<file path="src/rtl/sdram_bist_pkg.sv">
// Shared types, constants and pattern helpers for the SDRAM BIST generator.
package sdram_bist_pkg;

    typedef enum logic [2:0] {
        ST_IDLE,
        ST_W_WAIT,
        ST_W_ISSUE,
        ST_W_BUSY,
        ST_R_WAIT,
        ST_R_ISSUE,
        ST_R_VALID,
        ST_DONE
    } state_t;

    localparam logic MODE_SEQ = 1'b0;
    localparam logic MODE_RND = 1'b1;

    localparam logic [31:0] LFSR_TAPS = 32'h80200003;

    // One right-shifting Galois step.
    function automatic logic [31:0] lfsr_step(input logic [31:0] s);
        return s[0] ? ((s >> 1) ^ LFSR_TAPS) : (s >> 1);
    endfunction

    // Sequential data word for entry index k.
    function automatic logic [31:0] seq_word(input logic [15:0] k);
        return {~k, k};
    endfunction

    // Replicate a 32-bit word so callers can truncate to any width up to 64.
    function automatic logic [63:0] rep_word(input logic [31:0] w);
        return {w, w};
    endfunction

endpackage

</file>
<file path="src/rtl/sdram_bist_lfsr.sv">
// 32-bit pattern LFSR with one saved checkpoint for replaying a group.
module sdram_bist_lfsr
    import sdram_bist_pkg::*;
(
    input  logic        tb_clk,
    input  logic        tb_rst,
    input  logic        load,
    input  logic [31:0] seed,
    input  logic        step,
    input  logic        save,
    input  logic        restore,
    output logic [31:0] state
);

    logic [31:0] saved;
    logic [31:0] state_d;

    // Next state: load wins, then restore, then a two-step advance (one entry).
    always_comb begin
        state_d = state;
        if (load) begin
            state_d = (seed == 32'd0) ? 32'd1 : seed;
        end else if (restore) begin
            state_d = saved;
        end else if (step) begin
            state_d = lfsr_step(lfsr_step(state));
        end
    end

    // State and checkpoint registers; save captures the value being loaded.
    always_ff @(posedge tb_clk or posedge tb_rst) begin
        if (tb_rst) begin
            state <= 32'd1;
            saved <= 32'd1;
        end else begin
            state <= state_d;
            if (save) begin
                saved <= state_d;
            end
        end
    end

endmodule

</file>
<file path="src/rtl/sdram_bist_gen.sv">
// Write/read-back traffic generator and checker for the SDRAM controller user port.
module sdram_bist_gen
    import sdram_bist_pkg::*;
#(
    parameter int unsigned ADDR_W      = 12,
    parameter int unsigned DATA_W      = 32,
    parameter int unsigned GROUP       = 2,
    parameter int unsigned NUM_GROUPS  = 256,
    parameter int unsigned TIMEOUT     = 10000,
    parameter int unsigned STOP_ON_ERR = 1,
    parameter int unsigned ERR_CNT_W   = 16
) (
    input  logic                 tb_clk,
    input  logic                 tb_rst,
    input  logic                 start,
    input  logic                 mode,
    input  logic [31:0]          seed,
    output logic                 en,
    output logic                 we,
    output logic [ADDR_W-1:0]    addr,
    output logic [DATA_W-1:0]    wdata,
    input  logic                 rdy,
    input  logic                 valid,
    input  logic [DATA_W-1:0]    rd_data,
    output logic                 busy,
    output logic                 done,
    output logic                 pass,
    output logic                 timeout,
    output logic [ERR_CNT_W-1:0] err_cnt,
    output logic [ADDR_W-1:0]    err_addr,
    output logic [DATA_W-1:0]    err_exp,
    output logic [DATA_W-1:0]    err_got
);

    localparam int unsigned IDX_W = (GROUP > 1) ? $clog2(GROUP) : 1;
    localparam int unsigned LOG_G = $clog2(GROUP);
    localparam int unsigned G_W   = (NUM_GROUPS > 1) ? $clog2(NUM_GROUPS) : 1;
    localparam int unsigned WD_W  = $clog2(TIMEOUT + 1);
    localparam int unsigned KW    = (ADDR_W > 16) ? ADDR_W : 16;
    localparam logic [ADDR_W-1:0] IDX_MASK = ADDR_W'(GROUP - 1);

    state_t            state;
    logic              mode_q;
    logic [IDX_W-1:0]  idx;
    logic [G_W-1:0]    grp;
    logic [WD_W-1:0]   wd;
    logic [31:0]       lfsr_state;
    logic [31:0]       a_word;
    logic [31:0]       d_word;
    logic [KW-1:0]     k;
    logic [ADDR_W-1:0] gen_addr;
    logic [DATA_W-1:0] gen_data;
    logic              last_idx;
    logic              last_grp;
    logic              mism;
    logic              hold;
    logic              wd_fire;
    logic              lfsr_load;
    logic              w_done;
    logic              rd_adv;

    assign last_idx  = (idx == IDX_W'(GROUP - 1));
    assign last_grp  = (grp == G_W'(NUM_GROUPS - 1));
    assign mism      = (rd_data != gen_data);
    assign wd_fire   = (wd == WD_W'(TIMEOUT - 1));
    assign lfsr_load = (state == ST_IDLE || state == ST_DONE) && start;
    assign w_done    = (state == ST_W_BUSY) && !rdy;
    assign rd_adv    = (state == ST_R_VALID) && valid && !(mism && STOP_ON_ERR != 0);
    assign hold      = ((state == ST_W_WAIT || state == ST_R_WAIT) && !rdy)
                     || (state == ST_W_BUSY && rdy)
                     || (state == ST_R_VALID && !valid);

    sdram_bist_lfsr u_lfsr (
        .tb_clk  (tb_clk),
        .tb_rst  (tb_rst),
        .load    (lfsr_load),
        .seed    (seed),
        .step    ((w_done && !last_idx) || rd_adv),
        .save    (lfsr_load || (rd_adv && last_idx)),
        .restore (w_done && last_idx),
        .state   (lfsr_state)
    );

    // Address/data for the current entry in the latched mode.
    always_comb begin
        k      = (KW'(grp) << LOG_G) | KW'(idx);
        a_word = lfsr_step(lfsr_state);
        d_word = lfsr_step(a_word);
        if (mode_q == MODE_RND) begin
            gen_addr = (ADDR_W'(a_word) & ~IDX_MASK) | (ADDR_W'(idx) & IDX_MASK);
            gen_data = DATA_W'(rep_word(d_word));
        end else begin
            gen_addr = ADDR_W'(k);
            gen_data = DATA_W'(rep_word(seq_word(k[15:0])));
        end
    end

    // Control FSM with watchdog, compare and first-error capture.
    always_ff @(posedge tb_clk or posedge tb_rst) begin
        if (tb_rst) begin
            state    <= ST_IDLE;
            mode_q   <= MODE_SEQ;
            idx      <= '0;
            grp      <= '0;
            wd       <= '0;
            en       <= 1'b0;
            we       <= 1'b0;
            addr     <= '0;
            wdata    <= '0;
            busy     <= 1'b0;
            done     <= 1'b0;
            pass     <= 1'b0;
            timeout  <= 1'b0;
            err_cnt  <= '0;
            err_addr <= '0;
            err_exp  <= '0;
            err_got  <= '0;
        end else begin
            wd <= wd + WD_W'(1);
            if (hold && wd_fire) begin
                state   <= ST_DONE;
                wd      <= '0;
                en      <= 1'b0;
                timeout <= 1'b1;
                busy    <= 1'b0;
                done    <= 1'b1;
                pass    <= 1'b0;
            end else begin
                case (state)
                    ST_IDLE, ST_DONE: begin
                        if (start) begin
                            state    <= ST_W_WAIT;
                            wd       <= '0;
                            mode_q   <= mode;
                            idx      <= '0;
                            grp      <= '0;
                            busy     <= 1'b1;
                            done     <= 1'b0;
                            pass     <= 1'b0;
                            timeout  <= 1'b0;
                            err_cnt  <= '0;
                            err_addr <= '0;
                            err_exp  <= '0;
                            err_got  <= '0;
                        end
                    end
                    ST_W_WAIT: begin
                        if (rdy) begin
                            state <= ST_W_ISSUE;
                            wd    <= '0;
                            en    <= 1'b1;
                            we    <= 1'b1;
                            addr  <= gen_addr;
                            wdata <= gen_data;
                        end
                    end
                    ST_W_ISSUE: begin
                        state <= ST_W_BUSY;
                        wd    <= '0;
                        en    <= 1'b0;
                    end
                    ST_W_BUSY: begin
                        if (!rdy) begin
                            wd <= '0;
                            if (last_idx) begin
                                idx   <= '0;
                                state <= ST_R_WAIT;
                            end else begin
                                idx   <= idx + IDX_W'(1);
                                state <= ST_W_WAIT;
                            end
                        end
                    end
                    ST_R_WAIT: begin
                        if (rdy) begin
                            state <= ST_R_ISSUE;
                            wd    <= '0;
                            en    <= 1'b1;
                            we    <= 1'b0;
                            addr  <= gen_addr;
                            wdata <= gen_data;
                        end
                    end
                    ST_R_ISSUE: begin
                        state <= ST_R_VALID;
                        wd    <= '0;
                        en    <= 1'b0;
                    end
                    ST_R_VALID: begin
                        if (valid) begin
                            wd <= '0;
                            if (mism) begin
                                if (err_cnt != '1) begin
                                    err_cnt <= err_cnt + ERR_CNT_W'(1);
                                end
                                if (err_cnt == '0) begin
                                    err_addr <= addr;
                                    err_exp  <= gen_data;
                                    err_got  <= rd_data;
                                end
                            end
                            if (mism && STOP_ON_ERR != 0) begin
                                state <= ST_DONE;
                                busy  <= 1'b0;
                                done  <= 1'b1;
                                pass  <= 1'b0;
                            end else if (last_idx) begin
                                idx <= '0;
                                if (last_grp) begin
                                    state <= ST_DONE;
                                    busy  <= 1'b0;
                                    done  <= 1'b1;
                                    pass  <= !mism && (err_cnt == '0);
                                end else begin
                                    grp   <= grp + G_W'(1);
                                    state <= ST_W_WAIT;
                                end
                            end else begin
                                idx   <= idx + IDX_W'(1);
                                state <= ST_R_WAIT;
                            end
                        end
                    end
                    default: state <= ST_IDLE;
                endcase
            end
        end
    end

endmodule
</file>
<file path="config.mk">
export PLATFORM = sky130hd
export DESIGN_NAME = sdram_bist_gen
export DESIGN_NICKNAME = d
export VERILOG_FILES = /design/src/rtl/sdram_bist_pkg.sv /design/src/rtl/sdram_bist_lfsr.sv /design/src/rtl/sdram_bist_gen.sv
export SDC_FILE = /design/constraint.sdc
export NUM_CORES = 1
export LEC_CHECK = 0
export CAP_MARGIN = 15
export CORE_ASPECT_RATIO = 1.5
export CORE_MARGIN = 2
export CORE_UTILIZATION = 42
export DETAILED_ROUTE_END_ITERATION = 6
export PLACE_DENSITY_LB_ADDON = 0.15
export SYNTH_ARGS = -nofsm -noshare
export SYNTH_HDL_FRONTEND = slang
export SYNTH_SLANG_ARGS = --single-unit
</file>
<file path="constraint.sdc">
create_clock -name tb_clk -period 8.2 [get_ports tb_clk]
set_clock_uncertainty 0.05 [all_clocks]
set_input_delay 0.82 -clock tb_clk [delete_from_list [all_inputs] [get_ports tb_clk]]
set_output_delay 0.82 -clock tb_clk [all_outputs]
set_load 0.02 [all_outputs]
</file>
* Yosys cells after proc, flatten, opt, wreduce, memory -nomap -nowiden
Index checks and enable logic that the tools add are counted.
W data, S select, Z words.
** Storage, ports and cells
- Register bits after elaboration :: 233
- Bits in latches :: 0
- RAM bits :: 0
- ROM bits :: 0
- Bits of input ports :: 70
- Output and inout bits :: 142
- Word-level logic and storage cells :: 187
- Memories :: 0
** Cells by class
- $add $sub $neg :: 4
- $mul :: 0
- Div/mod/pow operators :: 0
- $lt $le $gt $ge :: 0
- Equality and inequality tests :: 30
- Shifts and indexed selects :: 0
- Multiplexer cells :: 82
- Bitwise logic cells :: 6
- Reductions and logical operators :: 46
** Operators with widths (count)
- $mux W32 :: 14
- $pmux W32 S2 :: 2
- $mux W14 :: 5
- $pmux W14 S5 :: 1
- $mux W16 :: 4
- $mux W12 :: 5
- $mux W8 :: 5
- $logic_not A32 Y1 :: 1
- $ne A32 B32 Y1 :: 1
- $pmux W16 S2 :: 1
- $mux W3 :: 10
- $mux W1 :: 26
- $pmux W12 S2 :: 1
- $pmux W3 S7 :: 1
- $ne A2 B2 Y1 const B :: 9
- $reduce_and A6 Y1 :: 3
- $add A16 B1 Y16 const B :: 1
- $logic_not A16 Y1 :: 1
- $ne A16 B16 Y1 const B :: 1
- $not A9 Y16 :: 1
- $pmux W8 S2 :: 1
- $add A14 B1 Y14 const B :: 1
- $eq A14 B14 Y1 const B :: 1
- $eq A3 B3 Y1 const B :: 4
- other kinds (28) :: 68

* Depth between registers and ports, before layout
Gate-level depths: netlist of run 1.
- Word-level depth :: 14
- Mapped depth :: 13
- Depth with buffers taken out :: 8

* Modules after synthesis
A second synthesis of run 1 with hierarchy kept.
** Unflattened totals
- Cell total of the unflattened synthesis :: 1247
- Area total of the unflattened synthesis :: 11985.2 um^2
** By module, submodules not included
- sdram_bist_gen :: instances 1, cells each 971, area each 8598.2 um^2, sequential area each 4179.0 um^2
- sdram_bist_lfsr :: instances 1, cells each 276, area each 3387.0 um^2, sequential area each 1604.0 um^2

* Worst setup path before layout of run 1
OpenSTA, ideal clock, no wires.
- Kind :: input to register
- Start point :: input rd_data[3]
- End point :: register state[2]
- Setup time :: 0.141 ns
- Data arrival time :: 3.280 ns
- Required time :: 8.009 ns
- Slack :: 4.729 ns
- Stages on the path :: 8
- Buffers on the path :: 1
- Cells stage by stage :: or3b_2 -> a221oi_1 -> a21oi_1 -> or4b_1 -> or4_4 -> buf_2 -> o41ai_1 -> a31oi_1
** Between the ends
- Cells in the longest elaborated chain, start to end :: 5
** Ends and longest elaborated chain
- from (decl) :: line sdram_bist_gen.sv:24 : input logic [DATA_W-1:0] rd_data,
- $ne A32 B32 Y1 :: line sdram_bist_gen.sv:64 : assign mism = (rd_data != gen_data);
- $mux W3 :: line sdram_bist_gen.sv:202 : if (mism && STOP_ON_ERR != 0) begin
- $mux W3 :: line sdram_bist_gen.sv:190 : if (valid) begin
- $pmux W3 S7 :: line sdram_bist_gen.sv:129 : case (state)
- $mux W3 :: line sdram_bist_gen.sv:120 : if (hold && wd_fire) begin
- to (signal assigned) :: line sdram_bist_gen.sv:121 : state <= ST_DONE;
- to (signal assigned) :: line sdram_bist_gen.sv:132 : state <= ST_W_WAIT;
- to (signal assigned) :: line sdram_bist_gen.sv:203 : state <= ST_DONE;
- to (decl) :: line sdram_bist_gen.sv:42 : state_t state;
Every way passes these cells. The select of a mux whose other input is x is not followed.
A chain may end at the register's enable or synchronous reset.

* Worst setup path after layout of run 1
- Start point :: register mode_q
- End point :: register err_exp[3]
** Between the ends
- Cells in the longest elaborated chain, start to end :: 5
- Elaborated cells on any way between the ends :: 8
- Classes of those cells :: 2 x eq/ne; 5 x mux; 1 x reduce/logical
** Ends and longest elaborated chain
- from (decl) :: line sdram_bist_gen.sv:43 : logic mode_q;
- from (signal assigned) :: line sdram_bist_gen.sv:134 : mode_q <= mode;
- $mux W32 * :: line sdram_bist_gen.sv:89 : if (mode_q == MODE_RND) begin
- parallel branches: the longest is 4 deep, another holds $ne A32 B32 Y1
- to (signal assigned) :: line sdram_bist_gen.sv:198 : err_exp <= gen_data;
- to (decl) :: line sdram_bist_gen.sv:31 : output logic [DATA_W-1:0] err_exp,
Every way passes the cells marked *. The select of a mux whose other input is x is not followed.

==> results of run 1 <==
cell type report:
| cell class | instances | share of cell area (%) |
|---|---|---|
| tap | 342 | 2.92 |
| timing repair buffer | 227 | 15.2 |
| multi-input combinational | 862 | 36.0 |
| clock inverter | 15 | 1.15 |
| clock buffer | 29 | 4.58 |
| inverter | 19 | 0.538 |
| sequential | 231 | 39.5 |
metrics by stage:
| stage | cells | total power (µW) | worst slack (ns) | cell area (µm²) |
|---|---|---|---|---|
| 5_1_grt | 1725 | 6020 | 2.99 | 14600 |
| 6_report | 1725 | 5670 | 3.29 | 14600 |
| 3_5_place_dp | 1681 | 4510 | 3.02 | 13800 |
| 4_1_cts | 1725 | 5690 | 3.33 | 14600 |
| 3_3_place_gp | 1681 | 4470 | 3.06 | 13800 |
| 2_1_floorplan | 1199 | 3470 | 1.00 | 11500 |
kinds of logic (layout without fill, tap and decap cells):
group	count (synthesis)	count (layout)	share of synthesized area (%)
and+or+nand+nor	426	426	18.2
adders and majority gates	4	4	0.437
DFF	231	231	50.4
buffers and inverters	106	290	3.96
xor gates and xnor gates	57	57	4.86
AOI/OAI and AO/OA	362	362	21.0
muxes	13	13	1.16
worst max-delay path: stages, from the launching register on:
cell and delay, ns:
dfrtp_2 0.86, buf_4 0.37, or4b_1 0.45, o22a_1 0.23, a22oi_1 0.15, or4b_1 0.59
or4_4 0.59, a21oi_4 0.65, buf_4 0.58, a22o_1 0.24
state kept, by name, indices dropped and copies added, names as in the netlist, 3 cells and up:
register,count
wd,14
err_cnt,16
err_got,32
err_exp,32
state,3
addr,11
grp,8
u_lfsr.state,32
err_addr,12
wdata,31
u_lfsr.saved,32
worst max path at each step:
stage	to	slack, ns	depth (start not counted)
finish	err_exp[3]$_DFFE_PP0P_	3.29	9
detailed placement	grp[7]$_DFFE_PP0P_	3.02	9
CTS	err_exp[3]$_DFFE_PP0P_	3.33	9
global route	err_exp[14]$_DFFE_PP0P_	2.99	10
floorplan	addr[0]$_DFFE_PP0P_	1.00	1
global placement	grp[7]$_DFFE_PP0P_	3.06	9
report_power, final:
group          total (µW)  internal, µW  switching, µW
clock                1170           683            484
combinational        2420          1070           1360
sequential           2080          1580            501
placed cells by master (no fill, tap or decap), types with 4 or more instances in the layout:
cell type / count
clkdlybuf4s50_1: 211
a31oi_1: 21
a22oi_1: 4
xnor2_1: 22
mux2i_1: 11
clkinv_2: 7
nand2b_1: 10
a21oi_1: 59
ha_1: 4
a22o_1: 52
o21ai_1: 22
or3_1: 7
nor3b_1: 6
nand3_1: 32
buf_4: 16
clkbuf_16: 25
o41ai_1: 4
nor2_1: 89
inv_1: 18
nand4b_1: 4
nand2_1: 159
a211oi_1: 23
o21ai_0: 74
or4_1: 5
nand3b_1: 5
nand4_1: 14
nor4_1: 16
dfrtp_1: 228
nor3_1: 12
xor2_1: 31
or2_2: 4
o22ai_1: 37
o211ai_1: 7
nor2b_1: 9
and2_1: 5
or4b_1: 7
and3_1: 22
a221oi_1: 25
layer usage:
metal | vias to the layer above | wire (µm) | GRT usage [%]
met3 | 73 | 1830 | 2.87
met1 | 5161 | 15700 | 33.9
met2 | 354 | 17700 | 41.6
met5 | - | 0 | 0
li1 | 4732 | - | -
met4 | 0 | 1370 | 9.45
==> impl_summary.log, run 1 <==
INFO  metric run_status = complete, no violations
INFO  metric reg2reg_depth = 9
INFO  metric fillers = 2,480
INFO  metric min-delay-path-class = reg -> reg
INFO  metric pins_over_their_slew_limit = 0
INFO  metric nets = 1,439
INFO  metric avgSynthCellArea = about 9.6 µm²
INFO  metric numClockSinks = between 200 and 250
INFO  metric maxClockFrequency = 204 MHz
INFO  metric register_cell_area_after_layout = ~5800 µm²
INFO  metric numCtsBuffers = 24
INFO  metric io_buffers = 211
INFO  metric setup_viol = 0
INFO  metric yosysTopAreaCell = dfrtp_1
INFO  metric flow.area_growth_from_synthesis = 27.7%
INFO  metric number_of_enable_flip_flop_cells_after_synthesis = 0
INFO  metric critPathKind = reg -> reg
INFO  metric drt.antenna.violating_nets = 0
INFO  metric synth_cells = 1,199
INFO  metric cts_tree = done
INFO  metric clk_pin_slew_worst_setup_hold_paths = around 0.07 ns
INFO  metric globalRoute.totalOverflow = 0
INFO  metric fp.dieArea = 28,700 µm²
INFO  metric worstPathRequired = around 8.6 ns
INFO  metric fin_setup_tns = 0 ns
INFO  metric synth_top_cells_by_count = dfrtp_1, nand2_1, nor2_1, o21ai_0, a21oi_1
INFO  metric cp_startpoint_kind = flip-flop
INFO  metric min_to = err_exp[27]$_DFFE_PP0P_
INFO  metric timing_hold_violations_final = 0
INFO  metric synth_cell_type_count = 73
INFO  metric cts_root_buffer = clkbuf_16
INFO  metric netlist_area = 11,500 µm²
INFO  metric hpwlAfterDp = 25,500 µm
INFO  metric clk_latency = 0.52 ns
INFO  metric synth-async-reset-ratio = between 90% and 100%
INFO  metric gpl.final_weighted_congestion = 0.902
INFO  metric yosysWarningCount = 0
INFO  metric holdPathStages = 2
INFO  metric globalRouteTotalUtil = 25.0%
INFO  metric number_of_antenna_violations_at_the_first_check_in_global_routing = 0
INFO  metric power.density = 387 nW/µm²
INFO  metric synth_seq_area_share = 50.4%
INFO  metric cts_setup_buffers = 0
INFO  metric syn-num-nets = 1,273
INFO  metric crit_path_start = mode_q$_DFFE_PP0P_
INFO  metric fin_crit_sh = 59.9%
INFO  metric ctsResizeCount = 0
INFO  metric fp.coreArea = 27,000 µm²
INFO  metric post_drt_wl_per_cell = 21.2 µm
INFO  metric crit_fanout = 51
INFO  metric synth_seq_cells = between 200 and 250
INFO  metric reg2reg_slack = 3.29 ns
INFO  metric postSynth.topFlopCell = dfrtp_1
INFO  metric hold_buffers = 0
INFO  metric final_period_minus_worst_setup_slack = around 5 ns
INFO  metric grt_first_pass_wirelength = a little under 60,000 µm
INFO  metric unrepaired_setup_endpoints_after_global_routing = no
INFO  metric cp.arrival = 5.32 ns
INFO  metric count_of_vias_placed_by_the_detailed_router = 10,320
INFO  metric synth_largest_type_area_fraction = between 40% and 50%
INFO  metric io-pin-count = 212
INFO  metric area_occupied_by_multi_input_gates = 5280 µm²
INFO  metric drt_drc_violations_left = 0
INFO  metric initial_core_util = 42.4%
INFO  metric netlist_top_cells_area = dfrtp_1, nand2_1, a22o_1
INFO  metric die_w = 139 µm
INFO  metric viasPerCell = 5.98
INFO  metric synthMostInstantiatedCell = dfrtp_1
INFO  metric grt_max_degree = 99
INFO  metric cts-htree-levels = 1
INFO  metric fp.dieH = 206 µm
INFO  metric max-vdd-ir-drop = 0.000284 V
INFO  metric slew-limit-headroom = 39.3%
INFO  metric floorplan.rows = 74
INFO  metric drt-pass1-iter-count = 5
INFO  metric finalWirelength = roughly 37,000 µm
INFO  metric final.hold.worst_slack = 0.418 ns
INFO  metric max-clock-path-buffers = 3
INFO  metric reg2reg_from = mode_q$_DFFE_PP0P_
INFO  metric critical_path.endpoint_type = flip-flop
INFO  metric share_of_the_core_filled_with_cells = a little over half
INFO  metric worst_r2r_endpoint = err_exp[3]$_DFFE_PP0P_
INFO  metric holdCritStartpoint = err_exp[27]$_DFFE_PP0P_
INFO  metric grt_pass1_vias = between 10,000 and 15,000
INFO  metric diodes = 0
INFO  metric power.static_leakage = 0.00613 µW
INFO  metric dr.first_iter.drc_count = roughly 830
INFO  metric tightest_slew = 0.911 ns
INFO  metric drive_above_1_share = 6.22%
INFO  metric cap_violations = 0
(Power assumes the default switching activity.)
==> run 2, diff against run 1 <==
Clock period 8.2 ns to 4.3 ns, I/O delays scaled along.
==> run 2 against run 1 <==
Worst setup slack worse by 2.8 ns; first-iteration DRC count shrank 23%; cell count grew 0.52%; worst hold slack got worse by 0.048 ns; sequential power grew 88%; critical path type unchanged; largest power group unchanged; highest routed layer unchanged.
==> impl_summary.log, run 2 (synthesis gave the netlist of run 1 again) <==
INFO  metric cap_violations = 0 (unchanged)
INFO  metric die_w = 139 µm (unchanged)
INFO  metric cpLargestDelayFamily = simple AND/OR/NAND/NOR gates
INFO  metric timing_hold_violations_final = 0 (unchanged)
INFO  metric grt_max_degree = 141 (+42%)
INFO  metric cts_tree = done
INFO  metric tightest_slew = 1.09 ns (+0.175 ns)
INFO  metric count_of_vias_placed_by_the_detailed_router = 10,291 (-0.28%)
INFO  metric fp.dieArea = 28,700 µm² (unchanged)
INFO  metric final_cell_count_no_fill = 1,734 (+0.52%)
INFO  metric drt_drc_violations_left = 0 (unchanged)
INFO  metric initial_core_util = 42.4% (unchanged)
INFO  metric final_cell_mix = dfrtp_1, clkdlybuf4s50_1, nand2_1, nor2_1, o21ai_0
INFO  metric hold_buffers = 0 (unchanged)
INFO  metric worst_r2r_endpoint = err_got[11]$_DFFE_PP0P_
INFO  metric fillers = 2,517 (+1.5%)
INFO  metric worstPathRequired = 4.70 ns (-3.90 ns)
INFO  metric crit_fanout = 76 (+49%)
INFO  metric critical-path-max-stage-delay = 0.71 ns (-0.15 ns)
INFO  metric cp.arrival = 4.22 ns (-1.10 ns)
INFO  metric run_status = complete, no violations
INFO  metric cts_root_buffer = clkbuf_16
INFO  metric globalRoute.totalOverflow = 0 (unchanged)
INFO  metric dr.first_iter.drc_count = 643 (-23%)
INFO  metric post_drt_wl_per_cell = 21.2 µm (-0.18%)
INFO  metric drt-pass1-iter-count = 6 (+1)
INFO  metric fin_setup_tns = 0 ns (unchanged)
INFO  metric reg2reg_depth = 8 (-1)
INFO  metric ctsResizeCount = 0 (unchanged)
INFO  metric cp_startpoint_kind = flip-flop
INFO  metric cts_setup_buffers = 0 (unchanged)
INFO  metric critical_path.endpoint_type = flip-flop
INFO  metric io_buffers = 211 (unchanged)
INFO  metric viasPerCell = 5.93 (-0.80%)
INFO  metric globalRouteTotalUtil = 25.0% (about the same)
INFO  metric flow.area_growth_from_synthesis = 27.8% (about the same)
INFO  metric max-clock-path-buffers = 3 (unchanged)
INFO  metric io-pin-count = 212 (unchanged)
INFO  metric hpwlAfterDp = 26,000 µm (+1.9%)
INFO  metric dp_slack = 0.355 ns (-2.67 ns)
INFO  metric reg2reg_from = u_lfsr.state[0]$_DFF_PP1_
INFO  metric power.static_leakage = 0.00614 µW (+0.23%)
INFO  metric power = 10,700 µW (+88%)
INFO  metric cts-htree-levels = 1 (unchanged)
INFO  metric most_common_cell_after_layout_fill_and_taps_aside = dfrtp_1
INFO  metric grt_pass1_vias = 10,040 (-0.030%)
INFO  metric clk_pin_slew_worst_setup_hold_paths = 0.06 ns (about the same)
INFO  metric pins_over_their_slew_limit = 0 (unchanged)
INFO  metric nets = 1,450 (+0.76%)
INFO  metric maxClockFrequency = 262 MHz (+29%)
INFO  metric floorplan.rows = 74 (unchanged)
INFO  metric crit_path_cell_trace = xor3_1, a211oi_1, o32ai_1, or4_4, or4_4, a21oi_4, buf_12, a22o_1
INFO  metric grt_first_pass_wirelength = 57,300 µm (-0.86%)
INFO  metric finalWirelength = 36,700 µm (+0.34%)
INFO  metric gpl.final_weighted_congestion = 0.919 (+2.0%)
INFO  metric cp_bufs_invs = 1 (-1)
INFO  metric max-vdd-ir-drop = 0.000452 V (+59%)
INFO  metric unrepaired_setup_endpoints_after_global_routing = no
INFO  metric fp.dieH = 206 µm (unchanged)
INFO  metric critPathKind = reg -> reg
INFO  metric timing.final.ws_setup = 0.477 ns (-2.81 ns)
INFO  metric final_period_minus_worst_setup_slack = 3.82 ns (-1.09 ns)
INFO  metric fin_crit_sh = 88.9% (+29 points)
INFO  metric min-delay-path-class = in -> async
INFO  metric diodes = 0 (unchanged)
INFO  metric slew-limit-headroom = 27.4% (-12 points)
INFO  metric drt.antenna.violating_nets = 0 (unchanged)
INFO  metric power.density = 727 nW/µm² (+88%)
INFO  metric critical-path-slowest-cell = dfstp_2
INFO  metric setup_viol = 0 (unchanged)
INFO  metric numCtsBuffers = 23 (-4.2%)
INFO  metric reg2reg_slack = 0.48 ns (-2.81 ns)
INFO  metric numClockSinks = 231 (unchanged)
INFO  metric place_inst = 1,693 (+0.71%)
INFO  metric number_of_antenna_violations_at_the_first_check_in_global_routing = 0 (unchanged)
INFO  metric drive_above_1_share = 6.47% (+0.25 points)
INFO  metric clk_latency = 0.52 ns (about the same)
INFO  metric critical_path.most_common_cell = or4_4
INFO  metric fp.coreArea = 27,000 µm² (unchanged)
==> run 2: cell count changes in the layout (fill, tap and decap cells not counted), sizes merged <==
cell / delta
buf: +12
clkbuf: +4
bufinv: -3
clkinv: -2
inv: -2
==> run 2: worst reg2reg max path, cell delays in order, from the launching register on <==
cell      delay [ns]
dfstp_2         0.71
xor3_1          0.52
a211oi_1        0.30
o32ai_1         0.16
or4_4           0.59
or4_4           0.65
a21oi_4         0.19
buf_12          0.29
a22o_1          0.29
==> run 2: layer usage <==
| layer | GRT usage (%) | up-vias | wire length (µm) |
|---|---|---|---|
| met4 | 10.2 | 0 | 1450 |
| met5 | 0 | - | 0 |
| met2 | 42.4 | 389 | 17900 |
| met3 | 3.08 | 83 | 2030 |
| met1 | 32.7 | 5068 | 15300 |
| li1 | - | 4751 | - |
==> run 2: worst max-delay path by stage <==
| stage | startpoint | end | slack (ns) | depth (start not counted) |
|---|---|---|---|---|
| 6_report | u_lfsr.state[0]$_DFF_PP1_ | err_got[11]$_DFFE_PP0P_ | 0.48 | 8 |
| 5_1_grt | u_lfsr.state[0]$_DFF_PP1_ | err_exp[23]$_DFFE_PP0P_ | 0.34 | 9 |
| 4_1_cts | u_lfsr.state[0]$_DFF_PP1_ | err_got[10]$_DFFE_PP0P_ | 0.48 | 8 |
| 3_5_place_dp | rd_data[19] | err_got[5]$_DFFE_PP0P_ | 0.35 | 9 |
| 3_3_place_gp | rd_data[19] | err_got[17]$_DFFE_PP0P_ | 0.37 | 9 |
| 2_1_floorplan | tb_rst | addr[0]$_DFFE_PP0P_ | 0.80 | 1 |
==> run 2: cell type report <==
| class | count | area [µm²] | area share, % |
|---|---|---|---|
| clock buffer | 33 | 663 | 4.53 |
| clock inverter | 8 | 46.3 | 0.316 |
| inverter | 19 | 75.1 | 0.512 |
| multi-input combinational | 862 | 5270 | 36.0 |
| sequential | 231 | 5780 | 39.5 |
| tap | 342 | 428 | 2.92 |
| timing repair buffer | 239 | 2380 | 16.3 |
==> run 2: power by group <==
group | switching [µW] | total [µW] | internal [µW]
Sequential | 911 | 3920 | 3010
Combinational | 2660 | 4790 | 2130
Clock | 874 | 1950 | 1070
Total | 4450 | 10700 | 6210
==> run 2: per-stage QoR <==
stage                     util (%)  hold slack, ns  cell area, µm²
final                         54.2           0.370           14700
after global routing          54.2           0.415           14700
after detailed placement      51.6           0.419           13900
after floorplan                  -           0.383           11500
after global placement        51.6           0.412           13900
after CTS                     54.2           0.399           14700
